$ cat src/rtl/time_set_pkg.sv
// Shared types and constants for the time/alarm setting controller.
package time_set_pkg;

  typedef enum logic [1:0] {
    IDLE     = 2'd0,
    SET_HRS  = 2'd1,
    SET_MINS = 2'd2
  } state_e;

  localparam int HOURS_MAX = 23;
  localparam int MINS_MAX  = 59;
  localparam int FIELD_W   = 8;
  localparam int CH_W      = 3;

  // One up/down step of a 0..max field with wrap in both directions.
  function automatic logic [FIELD_W-1:0] wrap_step(input logic [FIELD_W-1:0] v,
                                                   input logic [FIELD_W-1:0] max,
                                                   input logic               up);
    if (up) return (v >= max) ? '0 : v + 1'b1;
    else    return (v == '0) ? max : v - 1'b1;
  endfunction

endpackage

$ cat src/rtl/btn_step.sv
// Button edge detector producing one-cycle step pulses.
// With AUTO_REPEAT_EN defined, a held button repeats: first repeat
// HOLD_CYCLES after the press edge, then every REPEAT_CYCLES.
module btn_step #(
  parameter int HOLD_CYCLES   = 50_000_000,
  parameter int REPEAT_CYCLES = 10_000_000
) (
  input  logic clk,
  input  logic reset,
  input  logic btn_i,
  output logic step_o
);

  logic btn_q;
  logic press;

  // Elaboration-time sanity check of the repeat timing.
  if (HOLD_CYCLES < 2 || REPEAT_CYCLES < 1) begin : g_bad_cfg
    $error("btn_step: HOLD_CYCLES must be >= 2 and REPEAT_CYCLES >= 1");
  end

  // Previous sample of the button for rising-edge detection.
  always_ff @(posedge clk or posedge reset) begin
    if (reset) btn_q <= 1'b0;
    else       btn_q <= btn_i;
  end

  assign press = btn_i & ~btn_q;

`ifdef AUTO_REPEAT_EN
  localparam int MAXC = (HOLD_CYCLES > REPEAT_CYCLES) ? HOLD_CYCLES : REPEAT_CYCLES;
  localparam int CW   = $clog2(MAXC + 1);

  logic [CW-1:0] cnt_q, cnt_d;
  logic          rpt_q, rpt_d;   // 0: waiting out the hold delay, 1: repeating
  logic          rstep;

  // cnt_q holds the number of cycles since the last step while held.
  always_comb begin
    cnt_d = cnt_q;
    rpt_d = rpt_q;
    rstep = 1'b0;
    if (!btn_i) begin
      cnt_d = '0;
      rpt_d = 1'b0;
    end else if (!btn_q) begin
      cnt_d = CW'(1);
      rpt_d = 1'b0;
    end else if (!rpt_q && cnt_q == CW'(HOLD_CYCLES)) begin
      rstep = 1'b1;
      cnt_d = CW'(1);
      rpt_d = 1'b1;
    end else if (rpt_q && cnt_q == CW'(REPEAT_CYCLES)) begin
      rstep = 1'b1;
      cnt_d = CW'(1);
    end else begin
      cnt_d = cnt_q + 1'b1;
    end
  end

  // Repeat counter registers.
  always_ff @(posedge clk or posedge reset) begin
    if (reset) begin
      cnt_q <= '0;
      rpt_q <= 1'b0;
    end else begin
      cnt_q <= cnt_d;
      rpt_q <= rpt_d;
    end
  end

  assign step_o = press | rstep;
`else
  assign step_o = press;
`endif

endmodule

$ cat src/rtl/time_set_ctrl.sv
// Time/alarm setting controller: selects a channel, edits hours then
// minutes with wrapping up/down steps, times out when idle and strobes
// time_load when a channel-0 edit ends.
// Optional macro AUTO_REPEAT_EN enables press-and-hold auto-repeat.
module time_set_ctrl
  import time_set_pkg::*;
#(
  parameter int NUM_ALARMS     = 1,
  parameter int HOLD_CYCLES    = 50_000_000,
  parameter int REPEAT_CYCLES  = 10_000_000,
  parameter int TIMEOUT_CYCLES = 500_000_000
) (
  input  logic                             clk,
  input  logic                             reset,
  input  logic                             btn_set,
  input  logic                             btn_up,
  input  logic                             btn_down,
  input  logic [CH_W-1:0]                  ch_sel,
  output logic [FIELD_W*(NUM_ALARMS+1)-1:0] ch_hours,
  output logic [FIELD_W*(NUM_ALARMS+1)-1:0] ch_mins,
  output logic                             editing,
  output logic                             edit_field,
  output logic [CH_W-1:0]                  edit_ch,
  output logic                             time_load
);

  localparam int NUM_CH = NUM_ALARMS + 1;
  localparam int TW     = $clog2(TIMEOUT_CYCLES + 1);

  state_e                          state_q, state_d;
  logic   [CH_W-1:0]               ch_q, ch_d;
  logic   [TW-1:0]                 tmo_q, tmo_d;
  logic                            load_q, load_d;
  logic   [NUM_CH-1:0][FIELD_W-1:0] hrs_q, hrs_d, mins_q, mins_d;
  logic                            set_q, set_edge;
  logic                            up_step, dn_step, do_step, activity;

  btn_step #(.HOLD_CYCLES(HOLD_CYCLES), .REPEAT_CYCLES(REPEAT_CYCLES)) u_up (
    .clk(clk), .reset(reset), .btn_i(btn_up), .step_o(up_step)
  );
  btn_step #(.HOLD_CYCLES(HOLD_CYCLES), .REPEAT_CYCLES(REPEAT_CYCLES)) u_dn (
    .clk(clk), .reset(reset), .btn_i(btn_down), .step_o(dn_step)
  );

  assign set_edge = btn_set & ~set_q;
  // Opposing steps in one cycle cancel; any button pulse still counts as activity.
  assign do_step  = up_step ^ dn_step;
  assign activity = up_step | dn_step | set_edge;

  // Next-state, field edits, inactivity timer and load strobe.
  always_comb begin
    state_d = state_q;
    ch_d    = ch_q;
    tmo_d   = tmo_q;
    load_d  = 1'b0;
    hrs_d   = hrs_q;
    mins_d  = mins_q;
    case (state_q)
      IDLE: begin
        tmo_d = '0;
        if (set_edge && 32'(ch_sel) < NUM_CH) begin
          state_d = SET_HRS;
          ch_d    = ch_sel;
        end
      end
      SET_HRS, SET_MINS: begin
        // Step lands on the current field before any state advance.
        if (do_step) begin
          for (int c = 0; c < NUM_CH; c++) begin
            if (ch_q == CH_W'(c)) begin
              if (state_q == SET_HRS)
                hrs_d[c] = wrap_step(hrs_q[c], FIELD_W'(HOURS_MAX), up_step);
              else
                mins_d[c] = wrap_step(mins_q[c], FIELD_W'(MINS_MAX), up_step);
            end
          end
        end
        if (set_edge) state_d = (state_q == SET_HRS) ? SET_MINS : IDLE;
        if (activity)                          tmo_d = '0;
        else if (tmo_q == TW'(TIMEOUT_CYCLES - 1)) state_d = IDLE;
        else                                   tmo_d = tmo_q + 1'b1;
        if (state_d == IDLE) begin
          load_d = (ch_q == '0);
          ch_d   = '0;
          tmo_d  = '0;
        end
      end
      default: state_d = IDLE;
    endcase
  end

  // State and datapath registers.
  always_ff @(posedge clk or posedge reset) begin
    if (reset) begin
      state_q <= IDLE;
      ch_q    <= '0;
      tmo_q   <= '0;
      load_q  <= 1'b0;
      hrs_q   <= '0;
      mins_q  <= '0;
      set_q   <= 1'b0;
    end else begin
      state_q <= state_d;
      ch_q    <= ch_d;
      tmo_q   <= tmo_d;
      load_q  <= load_d;
      hrs_q   <= hrs_d;
      mins_q  <= mins_d;
      set_q   <= btn_set;
    end
  end

  assign ch_hours   = hrs_q;
  assign ch_mins    = mins_q;
  assign editing    = (state_q != IDLE);
  assign edit_field = (state_q == SET_MINS);
  assign edit_ch    = ch_q;
  assign time_load  = load_q;

endmodule

$ cat config.mk
export PLATFORM = sky130hd
export DESIGN_NAME = time_set_ctrl
export DESIGN_NICKNAME = d
export VERILOG_FILES = /design/src/rtl/time_set_pkg.sv /design/src/rtl/btn_step.sv /design/src/rtl/time_set_ctrl.sv
export SDC_FILE = /design/constraint.sdc
export NUM_CORES = 1
export LEC_CHECK = 0
export CORE_MARGIN = 3
export CORE_UTILIZATION = 58
export DETAILED_ROUTE_END_ITERATION = 6
export PLACE_DENSITY = 0.92
export SLEW_MARGIN = 20
export SYNTH_ARGS = -nofsm -noshare
export SYNTH_HDL_FRONTEND = slang
export SYNTH_SLANG_ARGS = --single-unit
$ cat constraint.sdc
create_clock -name clk -period 4.6 [get_ports clk]
set_clock_uncertainty 0.1 [all_clocks]
set_input_delay 0.92 -clock clk [delete_from_list [all_inputs] [get_ports clk]]
set_output_delay 0.92 -clock clk [all_outputs]
set_load 0.02 [all_outputs]
# Word level (Yosys, flattened, before mapping)
# Index checks and enable logic that the tools add are counted.
# word_totals
rom_bits	0
ramBits	0
ff_bits	70
latch_bits	0
mem_count	0
output_inout_bits	38
elab_cells	87
inputBits	8
# classes
bitwise	10
multipliers	0
n_div	0
n_eq_ne	7
add_sub_neg	9
mux	28
n_reduce_logical	17
n_shift	0
magnitude_cmp	5
# op_table
op	n
2-to-1 mux 8 bit	12
2-to-1 mux 29 bit	3
one-hot mux 29 bit (2 select lines)	1
adder 8 x 1 -> 8 bit (second input constant)	4
logical NOT 8 bit	4
subtractor 8 x 1 -> 8 bit (second input constant)	4
adder 29 x 1 -> 29 bit (second input constant)	1
== test 29 bit (second input constant)	1
>= comparator 8 x 5 -> 1 bit (second input constant)	2
>= comparator 8 x 6 -> 1 bit (second input constant)	2
AND reduction 4 bit	4
2-to-1 mux 2 bit	6
2-to-1 mux 3 bit	2
one-hot mux 3 bit (2 select lines)	1
logical NOT 2 bit	2
inequality test 2 bit (second input constant)	2
inequality test 4 bit (second input constant)	1
NOT 1 bit	4
one-hot mux 2 bit (2 select lines)	1
nonzero test 2 bit	2
bitwise AND 1 bit	3
== test 3 x 1 -> 1 bit (second input constant)	1
logical NOT 3 bit	1
less-than comparator 3 x 2 -> 1 bit (second input constant)	1
other kinds (9)	11

# Longest topological paths before layout
# logic_depth
ltp_word	9
depth_mapped	11
depth_no_buf	8

# By module
# Synthesis repeated with hierarchy kept, for this count alone.
# hier_totals
cells_unflattened	554
area_unflattened_um2	4715.8
# modules_own_cells
module	cells_each	area_per_inst_um2	seq_area_each_um2	n_inst
time_set_ctrl	548	4630.7	1701.6	1
btn_step	3	42.5	25.0	2

# Least setup slack after synthesis
# Ideal clock, no wire load.
# synth_timing
path_type	input -> register
from	in btn_up
to	reg mins_q (netlist bit ch_mins[11])
path_stages	9
slack_ns	0.904
setup_time_ns	0.126
t_arrival_ns	3.470
path_cell_list	nor2b_1 > clkbuf_1 > clkinv_1 > clkbuf_1 > ha_1 > nand4bb_1 > nor3b_1 > o21ai_0 > o32a_1
# synth_between
elab_chain_cells	3
word_cells_on_any_way	4
classes_between	mux: 1; bitwise: 2; reduce/logical: 1
# synth_rtl
element	line	text
from (decl)	time_set_ctrl.sv:16	input logic btn_up,
bitwise AND 1 bit *	btn_step.sv:28	assign press = btn_i & ~btn_q;
bitwise XOR 1 bit	time_set_ctrl.sv:47	assign do_step = up_step ^ dn_step;
AND reduction 4 bit (no source line)	n/a	
to (signal assigned)	time_set_ctrl.sv:108	mins_q <= mins_d;
to (decl)	time_set_ctrl.sv:34	logic [NUM_CH-1:0][FIELD_W-1:0] hrs_q, hrs_d, mins_q, mins_d;
# Mark *: on every way between the ends. The rest lies on a longest branch, timed or not.
# A chain may end at the register's enable or synchronous reset.

# Final worst setup path
# layout_timing
from	in btn_up
to	reg mins_q (netlist bit ch_mins[13])
# Same word-level chain as after synthesis.

==> reports/qor.yml <==
global_route:
  grt_pass1_wl_mm: 20.2
  gr-total-overflow: 0
  grt_pass1_vias: 4258
  antenna_found_initial: 0
  track_usage_pct: 27.6
  grt_max_degree: 38
logic_synthesis:
  async_flop_share_pct: 100
  syn_area_mm2: 0.00464
  synth_cell_types: 70
  postSynthAreaPerCell_um2: 8.63
  synth-seq-area-share_pct: 37.7
  syn-num-nets: 566
  synth_seq_cells: 70
  synthCells: 538
  yosys_warnings: 0
  synth_ff_type: "dfrtp_1"
  synth_edf_count: 0
placed_design:
  place_ws_ps: 909
  globalplace.congestion: 0.926
  dp_hpwl_mm: 8.14
  port_buffers: 45
sta:
  slew-limit-headroom_pct: 24.4
  period_share_pct: 72.2
  setup_tns_ps: 0
  hold_viol: 0
  fmax_ghz: 0.301
  setup_viol_count_final: 0
  period_needed_ps: 3320
  slew_viol_final: 0
  worstMarginPinSlew_ps: 1130
  rsz0062_at_grt: "no"
  setup_slack_ps: 1280
cells_and_area:
  final_common_cell: "dfrtp_1"
  fin_util_pct: 71.8
  fillCellCount: 516
  final_cell_mix: "dfrtp_1, clkdlybuf4s50_1, nor2_1"
  areaGrowthSynthToFinish_pct: 15.9
  n_antenna_cell: 0
  finalNetCount: 603
  drive_gt1_share_pct: 6.90
cts:
  cts_tree: "done"
  cts_num_sinks: 70
  cts_buffer_depth: 2
  insertion_delay_ps: 350
  cts-htree-levels: 3
  clkSlewWorstSetupHoldPaths_ps: 80
  cts_buffers: 9
  post_cts_buffers: 0
  root_buffer: "clkbuf_8"
  cts-hold-fix-buffers: 0
  ctsResizeCount: 0
die:
  num_rows: 31
  die_h_um: 95.5
  core_mm2: 0.00749
  die-width_um: 95.5
  start_util_pct: 62.0
  dieArea_mm2: 0.00911
  ioPinCount: 46
hold_path:
  hp-class: "flip-flop to flip-flop"
run:
  maxCapViolations: 0
critical_path:
  critPathKind: "input pin to flip-flop"
  r2r_slack_ps: 1420
  worst_setup_path_end_kind: "flip-flop"
  arrival_ps: 3460
  worstPathRequired_ps: 4740
  cp_max_fo: 8
  cp-start-kind: "input pin"
routing:
  drt_first_pass_iters: 6
  drtAntennaViolNets: 0
  drcViolationCount: 0
  vias: 4634
  drtIter0Drc: 407
  routed_via_density: 6.82
  totalWireLength_mm: 11.9
  wl_per_cell_um: 17.6
status:
  status: "completed"
pwr:
  vdd_ir_drop_max_mv: 0.190
  p_per_area_mw_per_mm2: 595
  p_leak_nw: 2.14
==> registers in the layout, indices dropped and copies added (netlist names) <==
signal      cells
time_load       1
state_q         2
u_dn.btn_q      1
ch_hours       16
ch_mins        16
set_q           1
edit_ch         3
u_up.btn_q      1
tmo_q          29
==> path summary, 6_finish.rpt <==
kind / from / endpoint / cells after the start
worst max-delay path: btn_up / ch_mins[13]$_DFFE_PP0P_ / 10
worst min-delay path: tmo_q[7]$_DFFE_PP0P_ / tmo_q[7]$_DFFE_PP0P_ / 1
worst max register to register: state_q[0]$_DFFE_PP0P_ / tmo_q[27]$_DFFE_PP0P_ / 8
worst min register to register: tmo_q[7]$_DFFE_PP0P_ / tmo_q[7]$_DFFE_PP0P_ / 1
max in group asynchronous: reset / tmo_q[2]$_DFFE_PP0P_ / 3
min in group asynchronous: reset / u_up.btn_q$_DFF_PP0_ / 2
==> where the power goes <==
| part | switching [mW] | internal, mW | leakage, nW |
|---|---|---|---|
| Combinational | 0.903 | 0.693 | 1.12 |
| Sequential | 0.282 | 0.753 | 0.925 |
| Clock | 0.248 | 0.320 | 0.102 |
==> through the flow <==
stage          cells  total power [mW]  cell area (um2)  hold WS [ps]
4_1_cts          679              3.18             5380           429
5_1_grt          679              3.42             5380           467
2_1_floorplan    538              2.06             4640           377
6_report         679              3.20             5380           432
3_5_place_dp     663              2.60             5150           417
3_3_place_gp     663              2.53             5150           396
==> critical path, cell delays in order <==
cell             delay [ps]
clkdlybuf4s50_1         470
nor2b_1                 200
clkinv_1                140
ha_1                    340
nand4bb_1               240
nor3b_1                 280
buf_4                   200
o21ai_0                 230
o31ai_1                 330
a21oi_1                 110
==> metal layers <==
metal  vias up  share of wire, %  global-route usage [%]
met4         0               2.5                    11.6
li1       2107                 -                       -
met1      2193                41                    37.2
met2       292                48                    44.6
met5         -                 0                       0
met3        42               8.9                    3.79
==> cells by family (layout without fill, tap and decap cells) <==
kind of cell	after synthesis	after routing	share of synthesized area (%)
flip-flops	70	70	37.7
AND/OR/NAND/NOR	218	218	25.2
AO/OA/AOI/OAI	164	164	24.0
XOR/XNOR	15	15	2.83
buffers and inverters	50	92	4.58
adder cells (fa/ha/maj)	20	20	5.39
multiplexers	1	1	0.216
==> synth_stat cells (3+ instances only) <==
cell	n	area share, %
a31o_2	4	0.75
xnor2_1	8	1.5
o211ai_1	3	0.49
o41ai_1	5	0.94
and2_1	3	0.40
nand3_1	29	3.1
nand4_1	19	2.6
inv_1	21	1.7
nor3b_1	5	0.81
clkbuf_1	22	1.8
a41oi_1	3	0.57
a21oi_1	26	2.8
nor2_1	43	3.5
nor4_1	9	1.2
a21o_1	3	0.49
or2_2	3	0.40
or4_1	4	0.65
a31o_1	4	0.75
a22o_1	13	2.5
o311ai_1	5	0.94
and3_1	10	1.3
a32oi_1	3	0.57
a31oi_1	5	0.67
o31ai_1	14	2.3
nand2b_1	6	0.81
xor2_1	7	1.3
a211o_1	3	0.57
dfrtp_1	70	38
nand2_1	41	3.3
o21ai_1	11	1.2
nor2b_1	8	1.1
o21ai_0	41	4.4
buf_6	3	0.73
nor3_1	15	1.6
ha_1	20	5.4
or3_1	7	0.94
==> area by class of cell <==
type                       count  area [um2]  share of cell area [%]
sequential                    70        1750                    32.6
clock inverter                 5        82.6                    1.54
clock buffer                  11         141                    2.63
tap                           99         124                    2.30
timing repair buffer          54         518                    9.63
multi-input combinational    418        2680                    49.8
inverter                      22        82.6                    1.54
No activity file was read; power rests on OpenSTA's default activity.
